### config.mk
export PLATFORM = sky130hd
export DESIGN_NAME = frog_controller
export DESIGN_NICKNAME = d
export VERILOG_FILES = /design/src/rtl/frog_controller.sv
export SDC_FILE = /design/constraint.sdc
export NUM_CORES = 1
export LEC_CHECK = 0
export CORE_UTILIZATION = 55
export CTS_CLUSTER_DIAMETER = 60
export CTS_CLUSTER_SIZE = 14
export DETAILED_ROUTE_END_ITERATION = 7
export HOLD_SLACK_MARGIN = 0.12
export MAX_ROUTING_LAYER = met4
export PLACE_DENSITY = 0.84
export SYNTH_ARGS = -nofsm -noshare
export SYNTH_HDL_FRONTEND = slang
export SYNTH_HIERARCHICAL = 1
export SYNTH_SLANG_ARGS = --single-unit
### constraint.sdc
create_clock -name clk -period 3.7 [get_ports clk]
set_input_delay 0.74 -clock clk [delete_from_list [all_inputs] [get_ports clk]]
set_output_delay 0.74 -clock clk [all_outputs]
set_load 0.005 [all_outputs]
### src/rtl/frog_controller.sv
// Frog position/score controller: debounced buttons queue one move that is committed on frame_tick,
// along with collision respawn and top-row scoring.

module frog_debounce #(
    parameter int DEBOUNCE_CYCLES = 250000
) (
    input  logic clk,
    input  logic rst,
    input  logic raw,
    output logic press
);
    localparam int CW = (DEBOUNCE_CYCLES < 2) ? 1 : $clog2(DEBOUNCE_CYCLES + 1);

    logic          s1, s2, deb, deb_q;
    logic [CW-1:0] cnt;

    always_ff @(posedge clk or posedge rst) begin
        if (rst) begin
            s1    <= 1'b0;
            s2    <= 1'b0;
            deb   <= 1'b0;
            deb_q <= 1'b0;
            cnt   <= '0;
        end else begin
            s1    <= raw;
            s2    <= s1;
            deb_q <= deb;
            // The flip happens on the DEBOUNCE_CYCLES-th consecutive differing cycle
            if (s2 == deb) begin
                cnt <= '0;
            end else if (cnt == CW'(DEBOUNCE_CYCLES - 1)) begin
                deb <= s2;
                cnt <= '0;
            end else begin
                cnt <= cnt + 1'b1;
            end
        end
    end

    assign press = deb & ~deb_q;
endmodule

module frog_controller #(
    parameter int DEBOUNCE_CYCLES = 250000,
    parameter int GRID_COLS       = 20,
    parameter int GRID_ROWS       = 15,
    parameter int START_COL       = 10,
    parameter int START_ROW       = 14
) (
    input  logic       clk,
    input  logic       rst,
    input  logic       btn_up,
    input  logic       btn_down,
    input  logic       btn_left,
    input  logic       btn_right,
    input  logic       frame_tick,
    input  logic       hit,
    output logic [4:0] frog_col,
    output logic [3:0] frog_row,
    output logic [7:0] score,
    output logic       win_pulse
);
    localparam logic [1:0] DIR_UP    = 2'd0;
    localparam logic [1:0] DIR_DOWN  = 2'd1;
    localparam logic [1:0] DIR_LEFT  = 2'd2;
    localparam logic [1:0] DIR_RIGHT = 2'd3;

    logic [3:0] raw, press;
    logic [1:0] press_dir, move_dir;
    logic       press_any, move_vld, hit_pending, land_top;
    logic [4:0] nxt_col;
    logic [3:0] nxt_row;

    assign raw = {btn_up, btn_down, btn_left, btn_right};

    for (genvar g = 0; g < 4; g++) begin : g_btn
        frog_debounce #(.DEBOUNCE_CYCLES(DEBOUNCE_CYCLES)) u_db (
            .clk   (clk),
            .rst   (rst),
            .raw   (raw[g]),
            .press (press[g])
        );
    end

    assign press_any = |press;

    always_comb begin
        press_dir = DIR_RIGHT;
        if (press[3])      press_dir = DIR_UP;
        else if (press[2]) press_dir = DIR_DOWN;
        else if (press[1]) press_dir = DIR_LEFT;
    end

    // Blocked moves at the edges leave the position untouched
    always_comb begin
        nxt_col = frog_col;
        nxt_row = frog_row;
        case (move_dir)
            DIR_UP:    if (frog_row != 4'd0) nxt_row = frog_row - 4'd1;
            DIR_DOWN:  if (frog_row != 4'(GRID_ROWS - 1)) nxt_row = frog_row + 4'd1;
            DIR_LEFT:  if (frog_col != 5'd0) nxt_col = frog_col - 5'd1;
            default:   if (frog_col != 5'(GRID_COLS - 1)) nxt_col = frog_col + 5'd1;
        endcase
        land_top = (nxt_row == 4'd0) && (frog_row != 4'd0);
    end

    always_ff @(posedge clk or posedge rst) begin
        if (rst) begin
            frog_col    <= 5'(START_COL);
            frog_row    <= 4'(START_ROW);
            score       <= 8'd0;
            win_pulse   <= 1'b0;
            move_vld    <= 1'b0;
            move_dir    <= DIR_UP;
            hit_pending <= 1'b0;
        end else begin
            win_pulse <= 1'b0;
            if (frame_tick) begin
                // A hit or press arriving with the tick is kept for the next tick
                hit_pending <= hit;
                move_vld    <= press_any;
                if (press_any) move_dir <= press_dir;
                if (hit_pending) begin
                    frog_col <= 5'(START_COL);
                    frog_row <= 4'(START_ROW);
                end else if (move_vld) begin
                    if (land_top) begin
                        frog_col  <= 5'(START_COL);
                        frog_row  <= 4'(START_ROW);
                        win_pulse <= 1'b1;
                        if (score != 8'hff) score <= score + 8'd1;
                    end else begin
                        frog_col <= nxt_col;
                        frog_row <= nxt_row;
                    end
                end
            end else begin
                hit_pending <= hit_pending | hit;
                if (!move_vld && press_any) begin
                    move_vld <= 1'b1;
                    move_dir <= press_dir;
                end
            end
        end
    end
endmodule

* Yosys cells after proc, flatten, opt, wreduce, memory -nomap -nowiden
Cells that the tools add are included.
** Operators by class
- Eq/ne operators :: 16
- Shift-type cells :: 0
- Multipliers :: 0
- Div/mod/pow operators :: 0
- Bitwise operators :: 14
- Reduce and logical (&&, ||, !) cells :: 20
- Multiplexer cells :: 33
- Add/subtract/negate cells :: 9
- Order comparisons :: 0
** Operator list (count)
- $mux W18 :: 8
- $add A18 B1 Y18 const B :: 4
- $eq A18 B18 Y1 const B :: 4
- $mux W5 :: 5
- $mux W4 :: 5
- $reduce_and A2 Y1 :: 6
- $mux W2 :: 5
- $pmux W5 S2 :: 1
- $reduce_and A5 Y1 :: 2
- $not A1 Y1 :: 9
- $add A8 B1 Y8 const B :: 1
- $mux W1 :: 8
- $ne A4 B4 Y1 const B :: 2
- $ne A8 B8 Y1 const B :: 1
- $pmux W4 S2 :: 1
- $reduce_bool A4 Y1 :: 2
- $add A5 B1 Y5 const B :: 1
- $ne A5 B5 Y1 const B :: 1
- $reduce_bool A5 Y1 :: 1
- $sub A5 B1 Y5 const B :: 1
- $add A4 B1 Y4 const B :: 1
- $and A1 B1 Y1 :: 4
- $eq A1 B1 Y1 :: 4
- $logic_not A4 Y1 :: 1
- 12 further kinds :: 14
** Word-level totals
- Output and inout port bits :: 18
- Word-level logic and storage cells :: 119
- Bits in read-only memories :: 0
- Flip-flop bits (word level) :: 110
- Bits in writable memories :: 0
- Latch bits :: 0
- Memories :: 0

* Longest topological paths before layout
- Depth in word-level cells :: 9
- Mapped depth :: 11

* Cells and area by module
Netlist, hierarchy kept.
** Modules (own cells, without submodules)
- frog_debounce (g_btn[1].u_db ...) :: cells each 106, times used 3, area each 1087.3 um^2, sequential area each 550.5 um^2
- frog_controller :: cells each 158, times used 1, area each 1438.9 um^2, sequential area each 556.8 um^2
- frog_debounce (g_btn[0].u_db) :: cells each 101, times used 1, area each 1053.5 um^2, sequential area each 550.5 um^2

* Worst setup path after synthesis
No wires, ideal clock.
- Path kind :: reg2reg
- Start point :: register frog_row[0]
- End point :: register score[1]
- Path slack :: 1.229 ns
- Data arrival time :: 2.346 ns
- Buffers on the path :: 1
- Stages on the path, launching flop included :: 10
- Setup time :: 0.125 ns
- Period minus slack after synthesis :: 2.471 ns
- Path through :: dfrtp_1 -> inv_1 -> ha_1 -> or3b_1 -> o21ai_0 -> xnor2_1 -> nand4bb_1 -> buf_6 -> nor2_2 -> mux2_4
** On the way
- Word-level cells in the longest chain between the ends :: 6
- Elaborated cells between the ends (all ways) :: 10
- Classes of those cells :: 2 x add/sub; 1 x eq/ne; 3 x mux; 4 x reduce/logical
** Ends and longest elaborated chain
- start: declaration :: line 59 : output logic [3:0] frog_row,
- start signal: assignment :: line 110 : frog_row <= 4'(START_ROW);
- start signal: assignment :: line 125 : frog_row <= 4'(START_ROW);
- start signal: assignment :: line 129 : frog_row <= 4'(START_ROW);
- $add A4 B1 Y4 (tied with other cells) :: line 100 : DIR_DOWN: if (frog_row != 4'(GRID_ROWS - 1)) nxt_row = frog_row + 4'd1;
- $mux W4 (on tied branches) :: line 100, 99
- $pmux W4 S2 :: line 98 : case (move_dir)
- $logic_not A4 Y1 :: line 104 : land_top = (nxt_row == 4'd0) && (frog_row != 4'd0);
- $logic_and A1 B1 Y1 (*) :: line 104
- $reduce_and A5 Y1 (no source line) (*)
- end signal: assignment :: line 131 : if (score != 8'hff) score <= score + 8'd1;
- end: declaration :: line 60 : output logic [7:0] score,
Every way passes the cells marked *; elsewhere a longest branch is shown, timed or not.
A chain may end at the register's enable or synchronous reset.

* Final worst setup path
Same ends and word-level chain as after synthesis.

==> results.cfg <==
[power]
leakagePower_nw = 2.61
ir_worst_vdd_uv = 259
p_per_area_mw_per_mm2 = 377

[place]
gp_congestion = 0.970
place.port_buffers = 25
post_dp_cell_area_mm2 = 0.00595
dpl.hpwl_um = 7560
dp.cells = 708

[logic_synthesis]
synth.mux.area_fraction_pct = 1.39
yosysMostFrequentCell = dfrtp_1
synth_cell_types = 57
synth-simple-area-share_pct = 24.2
synthFlopType = dfrtp_1
yosysWarnings = 6
synth-edff-count = 0
syn_nets = 597
synth_compound_area_share_pct = 8.37
synth_area_mm2 = 0.00575
async_flop_share_pct = 100
synth-adder-area-share_pct = 2.74
yosysTopAreaCell = dfrtp_1
synth.area.top_cells = dfrtp_1 46%, xnor2_1 5.2%, nor2_1 4.9%
synthCells = 577
yosys-top-cells-count = 105 x dfrtp_1, 75 x nor2_1, 44 x nand2_1, 41 x nand4_1, 34 x xnor2_1
synth_top_family_by_area = simple AND/OR/NAND/NOR gates
synth_xor_xnor_area_share_pct = 10.0
ys_seq_area_share_pct = 47.9
synth_top_area_share_pct = 45.7
ys_ff_latch = 110
synth.avg_cell_area_um2 = 9.97

[routing]
first_pass_iters = 5
vias = 4270
drt-wirelength-per-cell_um = 14.7
drt_iter0_drc = 223
postRouteAntennaNets = 0
viasPerCell = 5.91
wl_um = 10600
drc = 0

[cells_and_area]
layoutNonFillerInstCount = 723
drive_gt1_share_pct = 7.46
fillers = 768
nets = 606
syn2layout_area_growth_pct = 7.96
num_antenna_cells = 0
design_area_mm2 = 0.00621

[timing]
min_period_ns = 3.00
final.period_utilization_pct = 81.1
tns_ns = 0
fin_skew_ns = 0.0105
hold_viol = 0
slew-limit-headroom_pct = 38.2
fmax_mhz = 333
finalSetupViolCount = 0
drv_slew = 0
tightest_slew_ns = 0.923
rsz0062_at_grt = no

[clock_network]
cts_tree = built
cts_resized = 0
numCtsBuffers = 9
root_buffer = clkbuf_8
clock_path_buffers = 2
postCtsSetupBuffers = 0
clock_latency_ns = 0.37
cts_sinks = 110
htreeDepth = 3
clk_pin_slew_ns = 0.10
cts_hold_buf = 0

[die]
die-area_mm2 = 0.0109
die_x_um = 104
core_area_mm2 = 0.00995
ios = 26
rows = 36
chipHeight_um = 104
start_util_pct = 57.8

[worst_setup_path]
worstPathArrival_ns = 3.26
startpoint_type = flip-flop
crit_type = flip-flop to flip-flop
crit_required_ns = 3.96
crit_path_end_kind = flip-flop
path_max_fanout = 9

[global_routing]
grt_pass1_wl_um = 18700
grt_max_degree = 23
gr-usage-all-layers_pct = 21.5
overflow = 0
antenna_found_initial = 0
first_global_vias = 4091

[job]
drv_cap = 0

[worst_hold_path]
hold_class = flip-flop to flip-flop

[outcome]
status = complete, no violations
==> power by group <==
part           switching (mW)  total (mW)  leakage (nW)  internal, mW
registers              0.0388        1.27          1.48          1.23
logic                  0.0977       0.173          1.01        0.0751
clock network           0.385       0.898         0.122         0.514
==> critical path: stages, from the launching register on <==
cell and delay (ns):
dfrtp_1 0.46, inv_1 0.16, ha_1 0.28, or3b_1 0.42
o21ai_0 0.39, xnor2_1 0.20, nand4bb_1 0.39, nor2_2 0.28
mux2_4 0.31
==> path summary, 6_finish.rpt <==
| check | start | end | slack, ns | cells past startpoint |
|---|---|---|---|---|
| max | frog_row[0]$_DFFE_PP0P_ | score[1]$_DFFE_PP0P_ | 0.70 | 8 |
| max reg2reg | frog_row[0]$_DFFE_PP0P_ | score[1]$_DFFE_PP0P_ | 0.70 | 8 |
| max in group asynchronous | rst | g_btn[1].u_db/s1$_DFF_PP0_ | 2.15 | 2 |
| min reg2reg | g_btn[1].u_db/s1$_DFF_PP0_ | g_btn[1].u_db/s2$_DFF_PP0_ | 0.35 | 0 |
| min | g_btn[1].u_db/s1$_DFF_PP0_ | g_btn[1].u_db/s2$_DFF_PP0_ | 0.35 | 0 |
| min in group asynchronous | rst | g_btn[2].u_db/cnt[1]$_DFF_PP0_ | 1.02 | 2 |
==> state kept, by name, summed over array words and instances (netlist names) <==
name	cells
frog_col	5
g_btn.u_db/deb_q	4
move_dir	2
g_btn.u_db/s1	4
g_btn.u_db/cnt	72
hit_pending	1
frog_row	4
move_vld	1
g_btn.u_db/deb	4
g_btn.u_db/s2	4
win_pulse	1
score	8
==> area by class of cell <==
type                            instances  area (µm²)  area share (%)
Inverter                               24        90.1            1.45
Clock inverter                          6         135            2.18
Sequential cell                       110        2760            44.4
Clock buffer                            9         124            1.99
Tap cell                              133         166            2.68
Timing Repair Buffer                   25         250            4.03
Multi-Input combinational cell        416        2690            43.3
==> logic make-up after synthesis <==
group / count (synthesis)
buf+inv: 51
simple gates: 261
fa+ha+maj: 12
compound gates: 70
xor+xnor: 66
flops: 110
mux: 7
==> layer usage <==
metal | up-vias | part of all wire, % | wire length, µm | global-route usage [%]
li1 | 2058 | - | - | -
met1 | 2083 | 45 | 4820 | 28.3
met2 | 114 | 49 | 5180 | 34.6
met3 | 15 | 4.3 | 456 | 2.76
met4 | 0 | 1.4 | 145 | 7.04
met5 | - | 0 | 0 | -
==> placed cells by master, fill, tap and decap left out, types with 8 or more instances in the layout <==
master	count
nor3_1	13
xnor2_1	34
and3_1	10
clkdlybuf4s50_1	25
dfrtp_1	105
nand3_1	11
ha_1	11
inv_1	24
xor2_1	32
o21ai_0	14
nor2_1	75
nand2_1	44
or4_1	8
o31ai_1	10
nand4_1	41
nor4_1	18
a21oi_1	20
clkbuf_8	9
==> metrics by stage <==
| step | power, mW | setup WS (ns) | util [%] | hold WS, ns |
|---|---|---|---|---|
| 3_5_place_dp | 1.47 | 0.772 | 59.8 | 0.335 |
| 6_report | 2.34 | 0.699 | 62.4 | 0.345 |
| 2_1_floorplan | 1.42 | 1.23 | - | 0.331 |
| 5_1_grt | 2.43 | 0.521 | 62.4 | 0.354 |
| 3_3_place_gp | 1.46 | 0.926 | 59.8 | 0.332 |
| 4_1_cts | 2.36 | 0.764 | 62.4 | 0.349 |
Power figures use the tool's default switching activity.
